File: src/rtl/modinv_helper_reduce_precalc_pkg.sv
// ---------------------------------------------------------------------------
// modinv_helper_reduce_precalc_pkg
//   Shared definitions for the word-serial modular-inverse helper stages:
//   word width, a constant-time clog2 and the processing-counter windows
//   that all helpers agree on.
// ---------------------------------------------------------------------------
package modinv_helper_reduce_precalc_pkg;

  localparam int WORD_W = 32;

  typedef logic [WORD_W-1:0] word_t;

  // Counter value at which word 0 is presented on the read port.
  localparam int CNT_READ_START  = 1;
  // Counter value at which word 0 is written (read start + read latency + add stage).
  localparam int CNT_WRITE_START = 3;

  function automatic int clog2(input int value);
    int r;
    int v;
    r = 0;
    v = value - 1;
    while (v > 0) begin
      r = r + 1;
      v = v >> 1;
    end
    return r;
  endfunction

endpackage

File: src/rtl/modinv_helper_carry_adder32.sv
// ---------------------------------------------------------------------------
// modinv_helper_carry_adder32
//   32-bit adder with carry-in taken from its own registered carry-out, so
//   consecutive words form one long addition.
// Ports
//   clk, rst    clock, async active-high reset
//   i_ena       register sum/carry of the current word
//   i_clr       synchronous carry clear (start of a new operand)
//   i_a, i_b    addend words
//   o_sum_now   combinational sum of the current word (uses registered carry)
//   o_sum       registered sum word
//   o_carry     registered carry-out
// ---------------------------------------------------------------------------
module modinv_helper_carry_adder32
  import modinv_helper_reduce_precalc_pkg::*;
(
  input  logic  clk,
  input  logic  rst,
  input  logic  i_ena,
  input  logic  i_clr,
  input  word_t i_a,
  input  word_t i_b,
  output word_t o_sum_now,
  output word_t o_sum,
  output logic  o_carry
);

  word_t           r_sum;
  logic            r_carry;
  logic [WORD_W:0] w_full;

  assign w_full    = {1'b0, i_a} + {1'b0, i_b} + {{WORD_W{1'b0}}, r_carry};
  assign o_sum_now = w_full[WORD_W-1:0];
  assign o_sum     = r_sum;
  assign o_carry   = r_carry;

  always_ff @(posedge clk or posedge rst) begin
    if (rst) begin
      r_sum   <= '0;
      r_carry <= 1'b0;
    end else if (i_clr) begin
      r_carry <= 1'b0;
    end else if (i_ena) begin
      {r_carry, r_sum} <= w_full;
    end
  end

endmodule

File: src/rtl/modinv_helper_reduce_precalc.sv
// ---------------------------------------------------------------------------
// modinv_helper_reduce_precalc
//   Word-serial precalc stage of the binary modular inverter. Streams s and q
//   LSW-first and writes u = s >> 1 and v = (s + q) >> 1 (carry-out kept as
//   the MSB of v). o_s_is_odd tells the next stage which candidate to pick.
// Ports
//   clk, rst              clock, async active-high reset
//   i_ena / o_rdy         start pulse / idle flag
//   i_k_is_nul            suppress all buffer writes
//   o_s_is_odd            bit 0 of s word 0 of the latest pass
//   o_s_addr, o_q_addr    operand read address (1-cycle read latency)
//   i_s_din, i_q_din      operand read data
//   o_u_addr, o_v_addr    result write address
//   o_u_wren, o_v_wren    result write enable
//   o_u_dout, o_v_dout    result write data
// ---------------------------------------------------------------------------
module modinv_helper_reduce_precalc
  import modinv_helper_reduce_precalc_pkg::*;
#(
  parameter int BUFFER_NUM_WORDS = 9,
  parameter int BUFFER_ADDR_BITS = 4
) (
  input  logic                        clk,
  input  logic                        rst,
  input  logic                        i_ena,
  output logic                        o_rdy,
  input  logic                        i_k_is_nul,
  output logic                        o_s_is_odd,
  output logic [BUFFER_ADDR_BITS-1:0] o_s_addr,
  output logic [BUFFER_ADDR_BITS-1:0] o_q_addr,
  input  word_t                       i_s_din,
  input  word_t                       i_q_din,
  output logic [BUFFER_ADDR_BITS-1:0] o_u_addr,
  output logic [BUFFER_ADDR_BITS-1:0] o_v_addr,
  output logic                        o_u_wren,
  output logic                        o_v_wren,
  output word_t                       o_u_dout,
  output word_t                       o_v_dout
);

  localparam int N       = BUFFER_NUM_WORDS;
  localparam int CNT_MAX = N + 2;
  localparam int CNT_W   = clog2(N + 3);

  logic [CNT_W-1:0]            r_cnt;
  logic [BUFFER_ADDR_BITS-1:0] r_rd_addr;
  logic [BUFFER_ADDR_BITS-1:0] r_wr_addr;
  word_t                       r_s;
  logic                        r_s_is_odd;

  logic  w_rd_step;
  logic  w_add_en;
  logic  w_carry_clr;
  logic  w_win;
  logic  w_last;
  logic  w_wr_step;
  word_t w_sum_now;
  word_t w_sum;
  logic  w_carry;

  // Read address holds word i during cnt i+1, returning to 0 after the last word.
  assign w_rd_step   = (r_cnt >= CNT_W'(CNT_READ_START)) &&
                       (r_cnt <  CNT_W'(CNT_READ_START + N - 1));
  // Word i data is on the read bus during cnt i+2.
  assign w_add_en    = (r_cnt >= CNT_W'(CNT_READ_START + 1)) &&
                       (r_cnt <= CNT_W'(CNT_READ_START + N));
  assign w_carry_clr = (r_cnt == CNT_W'(CNT_READ_START));
  assign w_win       = (r_cnt >= CNT_W'(CNT_WRITE_START)) && (r_cnt <= CNT_W'(CNT_MAX));
  assign w_last      = (r_cnt == CNT_W'(CNT_MAX));
  assign w_wr_step   = w_win && !w_last;

  modinv_helper_carry_adder32 u_adder (
    .clk       (clk),
    .rst       (rst),
    .i_ena     (w_add_en),
    .i_clr     (w_carry_clr),
    .i_a       (i_s_din),
    .i_b       (i_q_din),
    .o_sum_now (w_sum_now),
    .o_sum     (w_sum),
    .o_carry   (w_carry)
  );

  always_ff @(posedge clk or posedge rst) begin
    if (rst) begin
      r_cnt      <= '0;
      r_rd_addr  <= '0;
      r_wr_addr  <= '0;
      r_s        <= '0;
      r_s_is_odd <= 1'b0;
    end else begin
      if (r_cnt == '0) begin
        if (i_ena) r_cnt <= CNT_W'(1);
      end else if (w_last) begin
        r_cnt <= '0;
      end else begin
        r_cnt <= r_cnt + 1'b1;
      end

      r_rd_addr <= w_rd_step ? r_rd_addr + 1'b1 : '0;
      r_wr_addr <= w_wr_step ? r_wr_addr + 1'b1 : '0;

      if (w_add_en) r_s <= i_s_din;
      if (r_cnt == CNT_W'(CNT_READ_START + 1)) r_s_is_odd <= i_s_din[0];
    end
  end

  assign o_rdy      = (r_cnt == '0);
  assign o_s_is_odd = r_s_is_odd;
  assign o_s_addr   = r_rd_addr;
  assign o_q_addr   = r_rd_addr;
  assign o_u_addr   = r_wr_addr;
  assign o_v_addr   = r_wr_addr;
  assign o_u_wren   = w_win && !i_k_is_nul;
  assign o_v_wren   = w_win && !i_k_is_nul;

  // Word w+1 is live on the read bus / adder output while word w is written,
  // so its low bit shifts into the top of word w. The last word takes 0 for u
  // and the final carry for v.
  assign o_u_dout = w_last ? {1'b0, r_s[WORD_W-1:1]}
                           : {i_s_din[0], r_s[WORD_W-1:1]};
  assign o_v_dout = w_last ? {w_carry, w_sum[WORD_W-1:1]}
                           : {w_sum_now[0], w_sum[WORD_W-1:1]};

endmodule

File: config.mk
export PLATFORM = sky130hd
export DESIGN_NAME = modinv_helper_reduce_precalc
export DESIGN_NICKNAME = d
export VERILOG_FILES = /design/src/rtl/modinv_helper_reduce_precalc_pkg.sv /design/src/rtl/modinv_helper_carry_adder32.sv /design/src/rtl/modinv_helper_reduce_precalc.sv
export SDC_FILE = /design/constraint.sdc
export NUM_CORES = 1
export LEC_CHECK = 0
export BUFFER_PORTS_ARGS = -buffer_cell sky130_fd_sc_hd__clkbuf_2
export CAP_MARGIN = 20
export CORE_MARGIN = 10
export CORE_UTILIZATION = 30
export CTS_CLUSTER_DIAMETER = 50
export CTS_CLUSTER_SIZE = 24
export DETAILED_ROUTE_END_ITERATION = 8
export PLACE_DENSITY_LB_ADDON = 0.1
export SYNTH_ARGS = -nofsm -noshare
export SYNTH_HDL_FRONTEND = slang
export SYNTH_SLANG_ARGS = --single-unit
export TNS_END_PERCENT = 30
File: constraint.sdc
create_clock -name clk -period 3.52 [get_ports clk]
set_input_delay 0.88 -clock clk [delete_from_list [all_inputs] [get_ports clk]]
set_output_delay 0.88 -clock clk [all_outputs]
set_load 0.03 [all_outputs]
## Word level (Yosys, flattened, before mapping)

Cells that the tools add are included.

| storage, ports and cells | value |
|---|---|
| register bits | 78 |

| cells by class | value |
|---|---|
| add/subtract/negate cells | 5 |
| $lt $le $gt $ge | 6 |
| eq/ne operators | 4 |
| multiplexer cells | 9 |
| bitwise operators | 1 |
| reduce and logical (&&, ||, !) cells | 10 |

Operators with widths:

| kind | number |
|---|---|
| 32-bit two-way mux | 2 |
| 32-bit by 32-bit adder with 33-bit output | 1 |
| 33-bit by 1-bit adder with 33-bit output | 1 |
| 4-bit two-way mux | 5 |
| 4-bit by 1-bit adder with 4-bit output (second input constant) | 3 |
| 4-bit by 2-bit greater-or-equal comparator with 1-bit output (second input constant) | 2 |
| 4-bit less-or-equal comparator (second input constant) | 2 |
| 1-bit logical AND | 5 |
| 4-bit by 1-bit == test with 1-bit output (second input constant) | 1 |
| 4-bit by 2-bit == test with 1-bit output (second input constant) | 1 |
| 4-bit == test (second input constant) | 1 |
| 4-bit by 1-bit greater-or-equal comparator with 1-bit output (second input constant) | 1 |
| 4-bit logical NOT | 1 |
| 4-bit < comparator (second input constant) | 1 |
| 1-bit logical NOT | 2 |
| 1-bit two-way mux | 2 |
| 2-bit != test (second input constant) | 1 |
| 2-bit AND reduction | 1 |
| 2-bit nonzero test | 1 |
| 1-bit NOT | 1 |

## Depth between registers and ports, before layout

Gate-level depths: netlist (run 1).

| logic depth | value |
|---|---|
| word-level depth | 4 |
| gate-level depth with buffers | 11 |
| depth with buffers taken out | 11 |

## Modules after synthesis

From an unflattened synthesis (run 1), not the netlist that was laid out.

| unflattened totals | value |
|---|---|
| cells, all modules | 495 |
| area, all modules | 5170.0 µm² |

Modules (own cells, without submodules):

| module | times used | cells an instance | area each (µm²) |
|---|---|---|---|
| modinv_helper_carry_adder32 | 1 | 350 | 3096.7 |
| modinv_helper_reduce_precalc | 1 | 145 | 2073.2 |

## Worst setup path before layout (run 1)

No wires, ideal clock.

| path | value |
|---|---|
| kind | input port to flip-flop |
| start point | input i_s_din[0] |
| end point | register u_adder.r_sum[28] (netlist: u_adder.o_sum[28]) |
| library setup time | 126 ps |
| arrival | 3108 ps |
| required time | 3394 ps |
| slack | 286 ps |
| stages | 11 |
| path through | fa_1 -> inv_1 -> fa_1 -> nor2b_4 -> o211ai_2 -> a31oi_4 -> a311o_2 -> a21oi_2 -> o31a_1 -> o21ai_0 -> a221o_1 |

| between the ends | value |
|---|---|
| cells in the longest elaborated chain, start to end | 2 |

Ends and longest elaborated chain:

| what | RTL line | text |
|---|---|---|
| start, declared | modinv_helper_reduce_precalc.sv:31 | `input word_t i_s_din,` |
| 32-bit by 32-bit adder with 33-bit output | modinv_helper_carry_adder32.sv:32 | `assign w_full = {1'b0, i_a} + {1'b0, i_b} + {{WORD_W{1'b0}}, r_carry};` |
| 33-bit by 1-bit adder with 33-bit output | modinv_helper_carry_adder32.sv:32 |  |
| end signal, assigned | modinv_helper_carry_adder32.sv:44 | `{r_carry, r_sum} <= w_full;` |
| end, declared | modinv_helper_carry_adder32.sv:28 | `word_t r_sum;` |

Every way passes these cells.
A chain may end at the register's enable or synchronous reset.

## Worst setup path in the final report (run 1)

Ends and elaborated chain as after synthesis.

==> run_results.csv, run 1 <==
group,metric,value,unit
outcome,status,"complete, no violations",
synthesis,synth-edff-count,0,
critical_path,cp.required,3.75,ns
floorplan,initial_core_util,30.7,%
sta,slew_headroom,44.0,%
clock_tree,clkSinkCount,76,
power,p_total,5.73,mW
placed_design,portBuffers,151,
critical_path,cp_slowest_cell,"fa_1",
global_routing,grt.overflow.total,0,
critical_path,timing.critical_path.buf_inv,2,
clock_tree,post_cts_buffers,0,
critical_path,critical_path.top_delay_family,"compound AO/OA/AOI/OAI gates",
worst_hold_path,hold_depth,2,
sta,skew,0.00502,ns
synthesis,syn-cell-area,4680,sq um
clock_tree,cts_tree,"built",
sta,worst_slew_pin_slew,0.840,ns
drt,ant_nets,0,
finish,area_growth,27.9,%
critical_path,crit_fanout,4,
drt,vias,4043,
critical_path,crit_chain,"clkbuf_2, fa_1, inv_1, fa_1, nor2b_4, o211ai_2, a31oi_4, a311o_2, a21oi_2, o31a_1, o21ai_0, a221o_1",
sta,setup_viol,0,
finish,diodes,0,
critical_path,crit_path_start_kind,"primary input",
power,powerDensity,956,nW/um^2
clock_tree,clk_latency,0.34,ns
synthesis,synth_flop_cell,"dfrtp_1",
global_routing,track_usage,13.0,%
finish,stdcell_count,842,
run,maxCapViolations,0,
critical_path,slowest_delay,0.48,ns
critical_path,regToRegSetupSlack,0.56,ns
floorplan,dieArea,21000,sq um
finish,final_cell_area,5990,sq um
clock_tree,clk_pin_slew_worst_paths,0.06,ns
floorplan,chipWidth,145,um
critical_path,rr_worst_depth,11,
drt,routed_wl,13600,um
power,p_leak,2.91,nW
worst_hold_path,whs_endpoint,"u_adder.o_sum[10]",
clock_tree,cts_max_level,3,
drt,drt_iter0_drc,167,
synthesis,yosysSeqAreaShare,40.6,%
worst_hold_path,min_path_type,"flop to flop",
floorplan,io_pins,152,
placed_design,placed_area,5650,sq um
floorplan,core_area,15300,sq um
synthesis,synthArstFlopShare,100,%
synthesis,syn_avg_cell_area,9.73,sq um
synthesis,synth_warnings,0,
placed_design,hpwl,10800,um
sta,finalHoldViolCount,0,
sta,layout_setup_ws,0.310,ns
clock_tree,numCtsBuffers,9,
worst_hold_path,hold_start,"u_adder.o_sum[10]",
critical_path,end_kind,"flop",
sta,max_freq,312,MHz
clock_tree,cts_max_path_buffers,2,
global_routing,grt_max_degree,45,
clock_tree,clockRootBuffer,"clkbuf_16",
drt,viasPerCell,4.80,
finish,nNetsFinal,733,
global_routing,antenna_found_initial,0,
clock_tree,ctsHoldBuffers,0,
sta,fin_crit_sh,91.2,%
critical_path,arrival,3.44,ns
synthesis,synth_cells,481,
placed_design,place.gp.congestion,0.852,
finish,drive_gt1_share,35.7,%
sta,drv_slew,0,
sta,fin_crit,3.21,ns
critical_path,r2r_start,"u_adder.o_carry",
synthesis,ys_ff_latch,76,
critical_path,path_class,"primary input to flop",
floorplan,die_h,145,um
placed_design,dp_cells,826,
synthesis,synth_cell_types,53,
drt,firstDrtPassIters,4,
critical_path,r2r_end,"u_adder.o_sum[28]",
critical_path,cp_common_cell,"fa_1",
sta,rsz0062_at_grt,"no",
placed_design,pre_cts_ws,-0.0432,ns
floorplan,placement_rows,45,
critical_path,cp_num_cells,12,
global_routing,grt_pass1_vias,4256,
drt,drc,0,
drt,wl_per_cell,16.1,um
synthesis,synth_nets,588,
clock_tree,cts_resized,0,
global_routing,grt_first_pass_wirelength,22500,um
power,irDropWorstVdd,0.000351,V
[cell usage in the layout (no fill, tap or decap), types with 10 or more instances in the layout]
cell type | Yosys | layout
buf_4 | 9 | 10
dfrtp_1 | 76 | 76
clkbuf_2 | 0 | 151
ha_1 | 37 | 37
nor2_1 | 27 | 27
mux2_2 | 36 | 36
inv_1 | 14 | 13
o21ai_0 | 47 | 47
a21oi_1 | 39 | 39
xor2_1 | 16 | 16
xnor2_1 | 14 | 14
nand2_1 | 54 | 53
a21o_1 | 10 | 10
[final cells by class]
class / count / area, sq um
timing repair buffer: 161 / 831
inverter: 15 / 57.6
clock buffer: 13 / 270
sequential: 76 / 1900
clock inverter: 3 / 67.6
fill: 1585 / 9270
multi-input combinational: 363 / 2600
tap: 211 / 264
[worst min-delay path: stages (launching register included)]
cell and delay (ns):
dfrtp_1 0.34, nand2_1 0.05, o21ai_0 0.06
[power by group]
part / internal (mW) / leakage [nW] / total (mW) / switching (mW)
Clock: 0.680 / 0.162 / 1.06 / 0.383
Sequential: 1.32 / 0.911 / 1.60 / 0.279
Combinational: 1.01 / 1.84 / 3.06 / 2.05
Total: 3.01 / 2.91 / 5.73 / 2.71
[per-stage QoR]
step                      setup TNS (ns)  util (%)  hold slack (ns)
final                                  0      39.3            0.477
after floorplan                        0         -            0.486
after global placement                 0      37.0            0.465
after CTS                              0      39.3            0.483
after global routing                   0      39.3            0.512
after detailed placement         -0.0432      37.0            0.470
[sequential cells by signal, summed over array words and instances, names as in the netlist]
name	cells
o_q_addr	4
o_s_is_odd	1
o_u_addr	4
r_cnt	4
r_s	31
u_adder.o_carry	1
u_adder.o_sum	31
[Yosys cell counts (all sizes together), types with 2 or more instances]
cell type  instances  area, sq um
a211oi             5         37.5
a21boi             3         26.3
a21o              10         75.1
a21oi             40          204
a31oi              4         40.0
a41oi              3         33.8
and2               3         18.8
and3               5         31.3
buf               10         72.6
clkbuf            17         63.8
dfrtp             76         1900
fa                 2         40.0
ha                37          463
inv               15         56.3
mux2              36          405
nand2             54          203
nand2b             2         12.5
nand3              9         45.0
nand4              5         31.3
nor2              27          101
nor2b              7         51.3
nor3               5         25.0
o21ai             48          240
o21bai             4         30.0
o31ai              3         22.5
or4                3         22.5
or4b               2         20.0
xnor2             14          123
xor2              16          140
[metal layers]
metal | up-vias | routed length [um] | global-route usage [%] | part of all wire [%]
li1 | 2002 | - | - | -
met1 | 1897 | 6260 | 15.9 | 46
met2 | 123 | 6100 | 20.5 | 45
met3 | 21 | 906 | 4.07 | 6.7
met4 | 0 | 322 | 5.82 | 2.4
met5 | - | 0 | 0 | 0
[worst max path at each step]
stage                           from                end  slack (ns)
after floorplan           i_s_din[0]  u_adder.o_sum[28]        0.29
after global placement    i_s_din[0]  u_adder.o_sum[28]        0.03
after detailed placement  i_s_din[0]  u_adder.o_sum[28]       -0.04
after CTS                 i_s_din[0]  u_adder.o_sum[28]        0.31
after global routing      i_s_din[0]  u_adder.o_sum[28]        0.18
final                     i_s_din[0]  u_adder.o_sum[28]        0.31
[logic make-up after synthesis]
logic type                 count (synthesis)  share of synthesized area (%)
AOI/OAI and AO/OA                        132                           17.6
muxes                                     36                           8.66
xor gates and xnor gates                  30                           5.61
DFF                                       76                           40.6
buffers and inverters                     42                           4.12
adders and majority gates                 39                           10.7
and+or+nand+nor                          126                           12.6
Note: power is estimated with default switching activity, not from simulation.
==> run 2: changes to the inputs <==
- CORE_UTILIZATION: 30 -> 35
==> run 2 against run 1 <==
Against the previous run: largest cell class unchanged; sequential share of layout area increased by 0.19 points; final area fell by 0.61%; core utilization rose by 5.9 points; register-to-register slack better by 0.08 ns; hold slack worse by 0.037 ns; clock-buffer cell count decreased by 2; clock power is 5% lower; sequential cell count did not move; critical path depth did not move; combinational power about the same.
==> run_results.csv, run 2 (synthesized netlist as in run 1, its figures left out) <==
group,metric,value,unit
sta,fin_crit,3.15,ns
power,internal_power,2.97,mW
clock_tree,ctsHoldBuffers,0,
drt,drt_iter0_drc,299,
critical_path,cp.required,3.74,ns
sta,rsz0062_at_grt,"no",
power,p_sw,2.70,mW
floorplan,placement_rows,42,
placed_design,portBuffers,151,
sta,fin_crit_sh,89.4,%
global_routing,grt_pass1_vias,4200,
global_routing,grt.overflow.total,0,
sta,max_freq,318,MHz
power,p_comb_share,53.9,%
finish,ff_latch_area,1900,sq um
drt,vias,3983,
finish,nNetsFinal,734,
drt,routed_wl,13100,um
run,maxCapViolations,0,
clock_tree,post_cts_buffers,0,
sta,setup_viol,0,
power,p_clk_share,17.7,%
finish,drive_gt1_share,35.8,%
sta,layout_setup_ws,0.372,ns
clock_tree,clkSinkCount,76,
global_routing,antenna_found_initial,0,
outcome,status,"complete, no violations",
critical_path,crit_fanout,4,
finish,layout_commonest_cell,"clkbuf_2",
critical_path,arrival,3.37,ns
finish,stdcell_count,808,
drt,viasPerCell,4.93,
sta,slew_headroom,50.4,%
clock_tree,cts_max_level,3,
finish,area_growth,27.2,%
finish,multi_input_area,2600,sq um
global_routing,grt_first_pass_wirelength,21200,um
critical_path,end_kind,"flop",
clock_tree,cts_max_path_buffers,2,
clock_tree,clk_pin_slew_worst_paths,0.06,ns
clock_tree,cts_resized,0,
drt,firstDrtPassIters,4,
sta,finalHoldViolCount,0,
sta,worst_slew_pin_slew,0.742,ns
global_routing,track_usage,14.4,%
critical_path,crit_path_start_kind,"primary input",
worst_hold_path,min_path_type,"primary input to asynchronous set/reset pin",
finish,diodes,0,
sta,skew,0.00780,ns
critical_path,path_class,"primary input to flop",
clock_tree,clockRootBuffer,"clkbuf_16",
global_routing,grt_max_degree,54,
power,seqPwrFrac,28.3,%
placed_design,place.gp.congestion,0.864,
finish,final_cell_area,5950,sq um
power,netSwitchingFraction,47.6,%
floorplan,dieArea,18400,sq um
power,irDropWorstVdd,0.000390,V
floorplan,die_h,136,um
sta,drv_slew,0,
placed_design,placed_area,5610,sq um
floorplan,chipWidth,136,um
floorplan,core_area,13200,sq um
clock_tree,cts_tree,"built",
critical_path,rr_worst_depth,11,
floorplan,initial_core_util,35.5,%
power,p_leak,2.92,nW
finish,fill_cells,1312,
floorplan,io_pins,152,
placed_design,dp_cells,791,
drt,wl_per_cell,16.2,um
power,powerDensity,953,nW/um^2
placed_design,pre_cts_ws,-0.00635,ns
placed_design,hpwl,10400,um
drt,ant_nets,0,
clock_tree,clk_latency,0.35,ns
drt,drc,0,
finish,final_cell_mix,"151 x clkbuf_2, 76 x dfrtp_1, 53 x nand2_1, 47 x o21ai_0, 39 x a21oi_1",
clock_tree,numCtsBuffers,9,
[run 2: power groups by stage]
stage | Combinational [mW] | Sequential [mW] | Clock (mW)
after floorplan | 1.48 | 2.39 | 0
final | 3.06 | 1.61 | 1.01
after detailed placement | 3.10 | 1.63 | 0
after global routing | 3.34 | 1.67 | 1.08
after global placement | 3.08 | 1.60 | 0
after CTS | 3.12 | 1.61 | 1.04
[run 2: worst paths after layout]
check | startpoint | to | slack (ns)
max reg2reg | u_adder.o_carry | u_adder.o_sum[28] | 0.64
min in group clk | u_adder.o_sum[25] | u_adder.o_sum[25] | 0.48
min reg2reg | u_adder.o_sum[25] | u_adder.o_sum[25] | 0.48
max in group asynchronous | rst | u_adder.o_sum[15] | 2.36
max | i_s_din[0] | u_adder.o_sum[28] | 0.37
min | rst | r_s[6] | 0.44
[run 2: cell type report]
| cell class | count | share of cell area (%) |
|---|---|---|
| multi-input cells | 363 | 43.6 |
| flip-flops and latches | 76 | 31.9 |
| repair buffers | 162 | 14.4 |
| clock buffers | 11 | 4.08 |
| well taps | 176 | 3.70 |
| clock inverters | 5 | 1.26 |
| inverters | 15 | 0.967 |
[run 2: layer usage]
layer / share of wire, % / global-route usage, % / up-vias
met1: 45 / 17.3 / 1860
met3: 7.0 / 4.53 / 14
met2: 46 / 23.5 / 101
met5: 0 / 0 / -
li1: - / - / 2008
met4: 1.5 / 5.38 / 0
[run 2: through the flow]
step	hold slack, ns	total power, mW	setup TNS, ns	utilization (%)
2_1_floorplan	0.486	3.87	0	-
3_3_place_gp	0.465	4.68	0	42.5
3_5_place_dp	0.474	4.73	-0.00635	42.5
4_1_cts	0.487	5.77	0	44.9
5_1_grt	0.448	6.09	0	45.1
6_report	0.440	5.67	0	45.1
[run 2: critical path, cell delays in order]
cell      delay [ns]
clkbuf_2        0.11
fa_1            0.47
inv_1           0.09
fa_1            0.23
nor2b_4         0.06
o211ai_2        0.20
a31oi_4         0.12
a311o_2         0.45
a21oi_2         0.15
o31a_1          0.20
o21ai_0         0.11
a221o_1         0.31
==> run 3: changes to the inputs <==
- ABC_AREA: unset -> 1
- CORE_ASPECT_RATIO: unset -> 0.6
- MAX_ROUTING_LAYER: unset -> met4
==> run 3 against run 2 <==
Against the previous run: sequential cell count unchanged; critical path type is now flop to output pin; final cell count is 49% higher; via count is 38% higher; combinational power increased by 11%.
==> run_results.csv, run 3 <==
group,metric,value,unit
outcome,status,"complete, no violations",
power,powerDensity,898,nW/um^2
critical_path,cp.required,2.64,ns
synthesis,synth_cell_types,29,
worst_hold_path,hold_start,"r_s[26]",
critical_path,rr_worst_depth,12,
finish,area_growth,22.6,%
sta,fin_setup_tns,0,ns
sta,fin_crit_sh,81.7,%
floorplan,initial_core_util,35.8,%
clock_tree,clk_pin_slew_worst_paths,0.07,ns
critical_path,path_class,"flop to output pin",
worst_hold_path,min_path_type,"flop to flop",
critical_path,end_kind,"output pin",
global_routing,track_usage,17.9,%
drt,drt_iter0_drc,478,
power,irDropWorstVdd,0.000460,V
sta,rsz0062_at_grt,"no",
floorplan,io_pins,152,
sta,finalHoldViolCount,0,
drt,firstDrtPassIters,5,
floorplan,die_h,117,um
drt,ant_nets,0,
sta,fin_crit,2.88,ns
global_routing,grt.overflow.total,0,
clock_tree,cts_max_level,3,
sta,drv_slew,0,
synthesis,syn-cell-area,5520,sq um
drt,viasPerCell,4.57,
worst_hold_path,hold_depth,2,
finish,drive_gt1_share,18.3,%
global_routing,antenna_found_initial,0,
clock_tree,clockRootBuffer,"clkbuf_16",
sta,worst_slew_pin_slew,0.731,ns
sta,max_freq,348,MHz
worst_hold_path,whs_endpoint,"r_s[26]",
placed_design,place.gp.congestion,0.960,
finish,final_cell_mix,"377 x nand2_1, 151 x clkbuf_2, 133 x inv_1, 76 x dfrtp_1",
synthesis,netlist_top_cells_count,"377 x nand2_1, 134 x inv_1, 76 x dfrtp_1, 54 x nand3_1, 54 x nor2_1",
finish,diodes,0,
critical_path,r2r_start,"u_adder.o_carry",
clock_tree,ctsHoldBuffers,0,
sta,slew_headroom,51.2,%
sta,skew,0.00871,ns
clock_tree,clk_latency,0.34,ns
critical_path,crit_path_start_kind,"flop",
synthesis,ys_ff_latch,76,
finish,nNetsFinal,1101,
finish,layout_commonest_cell,"nand2_1",
global_routing,grt_max_degree,47,
clock_tree,cts_tree,"built",
synthesis,ys_top_cells_by_area,"dfrtp_1 34%, nand2_1 26%, inv_1 9.1%",
floorplan,core_area,15400,sq um
clock_tree,post_cts_buffers,0,
synthesis,synth_cells,848,
drt,wl_per_cell,15.5,um
synthesis,syn_avg_cell_area,6.51,sq um
synthesis,synth_flop_cell,"dfrtp_1",
sta,setup_viol,0,
placed_design,hpwl,14900,um
global_routing,grt_first_pass_wirelength,29200,um
run,maxCapViolations,0,
drt,routed_wl,18600,um
synthesis,synth_warnings,0,
clock_tree,numCtsBuffers,9,
critical_path,crit_fanout,7,
global_routing,grt_pass1_vias,5240,
finish,fill_cells,1663,
clock_tree,clkSinkCount,76,
finish,final_util,43.9,%
critical_path,r2r_end,"u_adder.o_sum[28]",
synthesis,synth_nets,955,
floorplan,dieArea,21300,sq um
synthesis,synth-edff-count,0,
power,p_leak,4.10,nW
critical_path,regToRegSetupSlack,1.21,ns
drt,vias,5496,
synthesis,yosysSeqAreaShare,34.5,%
placed_design,portBuffers,151,
synthesis,yosysTopAreaCell,"dfrtp_1",
synthesis,synthArstFlopShare,100,%
clock_tree,cts_resized,0,
synthesis,yosysMostFrequentCell,"nand2_1",
synthesis,yosysTopAreaCellShare,34.5,%
floorplan,placement_rows,35,
floorplan,chipWidth,182,um
drt,drc,0,
clock_tree,cts_max_path_buffers,2,
critical_path,arrival,2.00,ns
run 3: worst max-delay path: stages (launching register included):
cell and delay, ns:
dfrtp_1 0.45, ha_1 0.23, inv_1 0.05, nor3_1 0.40, inv_1 0.14, o21ai_0 0.16
clkbuf_2 0.22
run 3: cell families after synthesis:
kind of cell    count (synthesis)  share of synthesized area, %
simple gates                  508                          37.0
buf+inv                       157                          11.9
flops                          76                          34.5
compound gates                 52                          4.94
fa+ha+maj                      39                          9.12
xor+xnor                       15                          2.38
mux                             1                         0.204
run 3: stage by stage:
step           worst slack [ns]  power, mW  std cells  area, sq um  hold WS, ns
2_1_floorplan             0.702       4.05        848         5520        0.544
5_1_grt                   0.456       6.57       1202         6760        0.499
4_1_cts                   0.613       6.15       1202         6760        0.483
3_3_place_gp              0.686       5.08       1186         6430        0.465
3_5_place_dp              0.599       5.07       1186         6430        0.466
6_report                  0.644       6.07       1202         6760        0.477
run 3: where the power goes:
part / internal (mW) / switching [mW]
clock network: 0.644 / 0.407
logic: 0.923 / 2.46
registers: 1.33 / 0.300
total: 2.90 / 3.17
run 3: final cells by class:
| cell class | count | area [sq um] | share of cell area, % |
|---|---|---|---|
| clock buffer | 11 | 243 | 3.59 |
| clock inverter | 5 | 85.1 | 1.26 |
| inverter | 136 | 512 | 7.57 |
| multi-input combinational | 615 | 2960 | 43.8 |
| sequential | 76 | 1900 | 28.1 |
| tap | 203 | 254 | 3.76 |
| timing repair buffer | 156 | 806 | 11.9 |
run 3: layer usage:
| layer | GRT usage, % | wire length, um |
|---|---|---|
| met1 | 28.7 | 10600 |
| met2 | 21.3 | 6310 |
| met3 | 4.39 | 1530 |
| met4 | 2.59 | 105 |
| met5 | - | 0 |
run 3: worst max-delay path by stage:
| stage | from | to | slack [ns] | depth (start not counted) |
|---|---|---|---|---|
| finish | r_cnt[0] | o_v_dout[31] | 0.64 | 6 |
| detailed placement | i_s_din[0] | u_adder.o_sum[28] | 0.60 | 13 |
| floorplan | rst | o_q_addr[0] | 0.70 | 1 |
| global route | r_cnt[0] | o_v_dout[31] | 0.46 | 6 |
| CTS | r_cnt[0] | o_v_dout[31] | 0.61 | 6 |
| global placement | i_s_din[0] | u_adder.o_sum[28] | 0.69 | 13 |
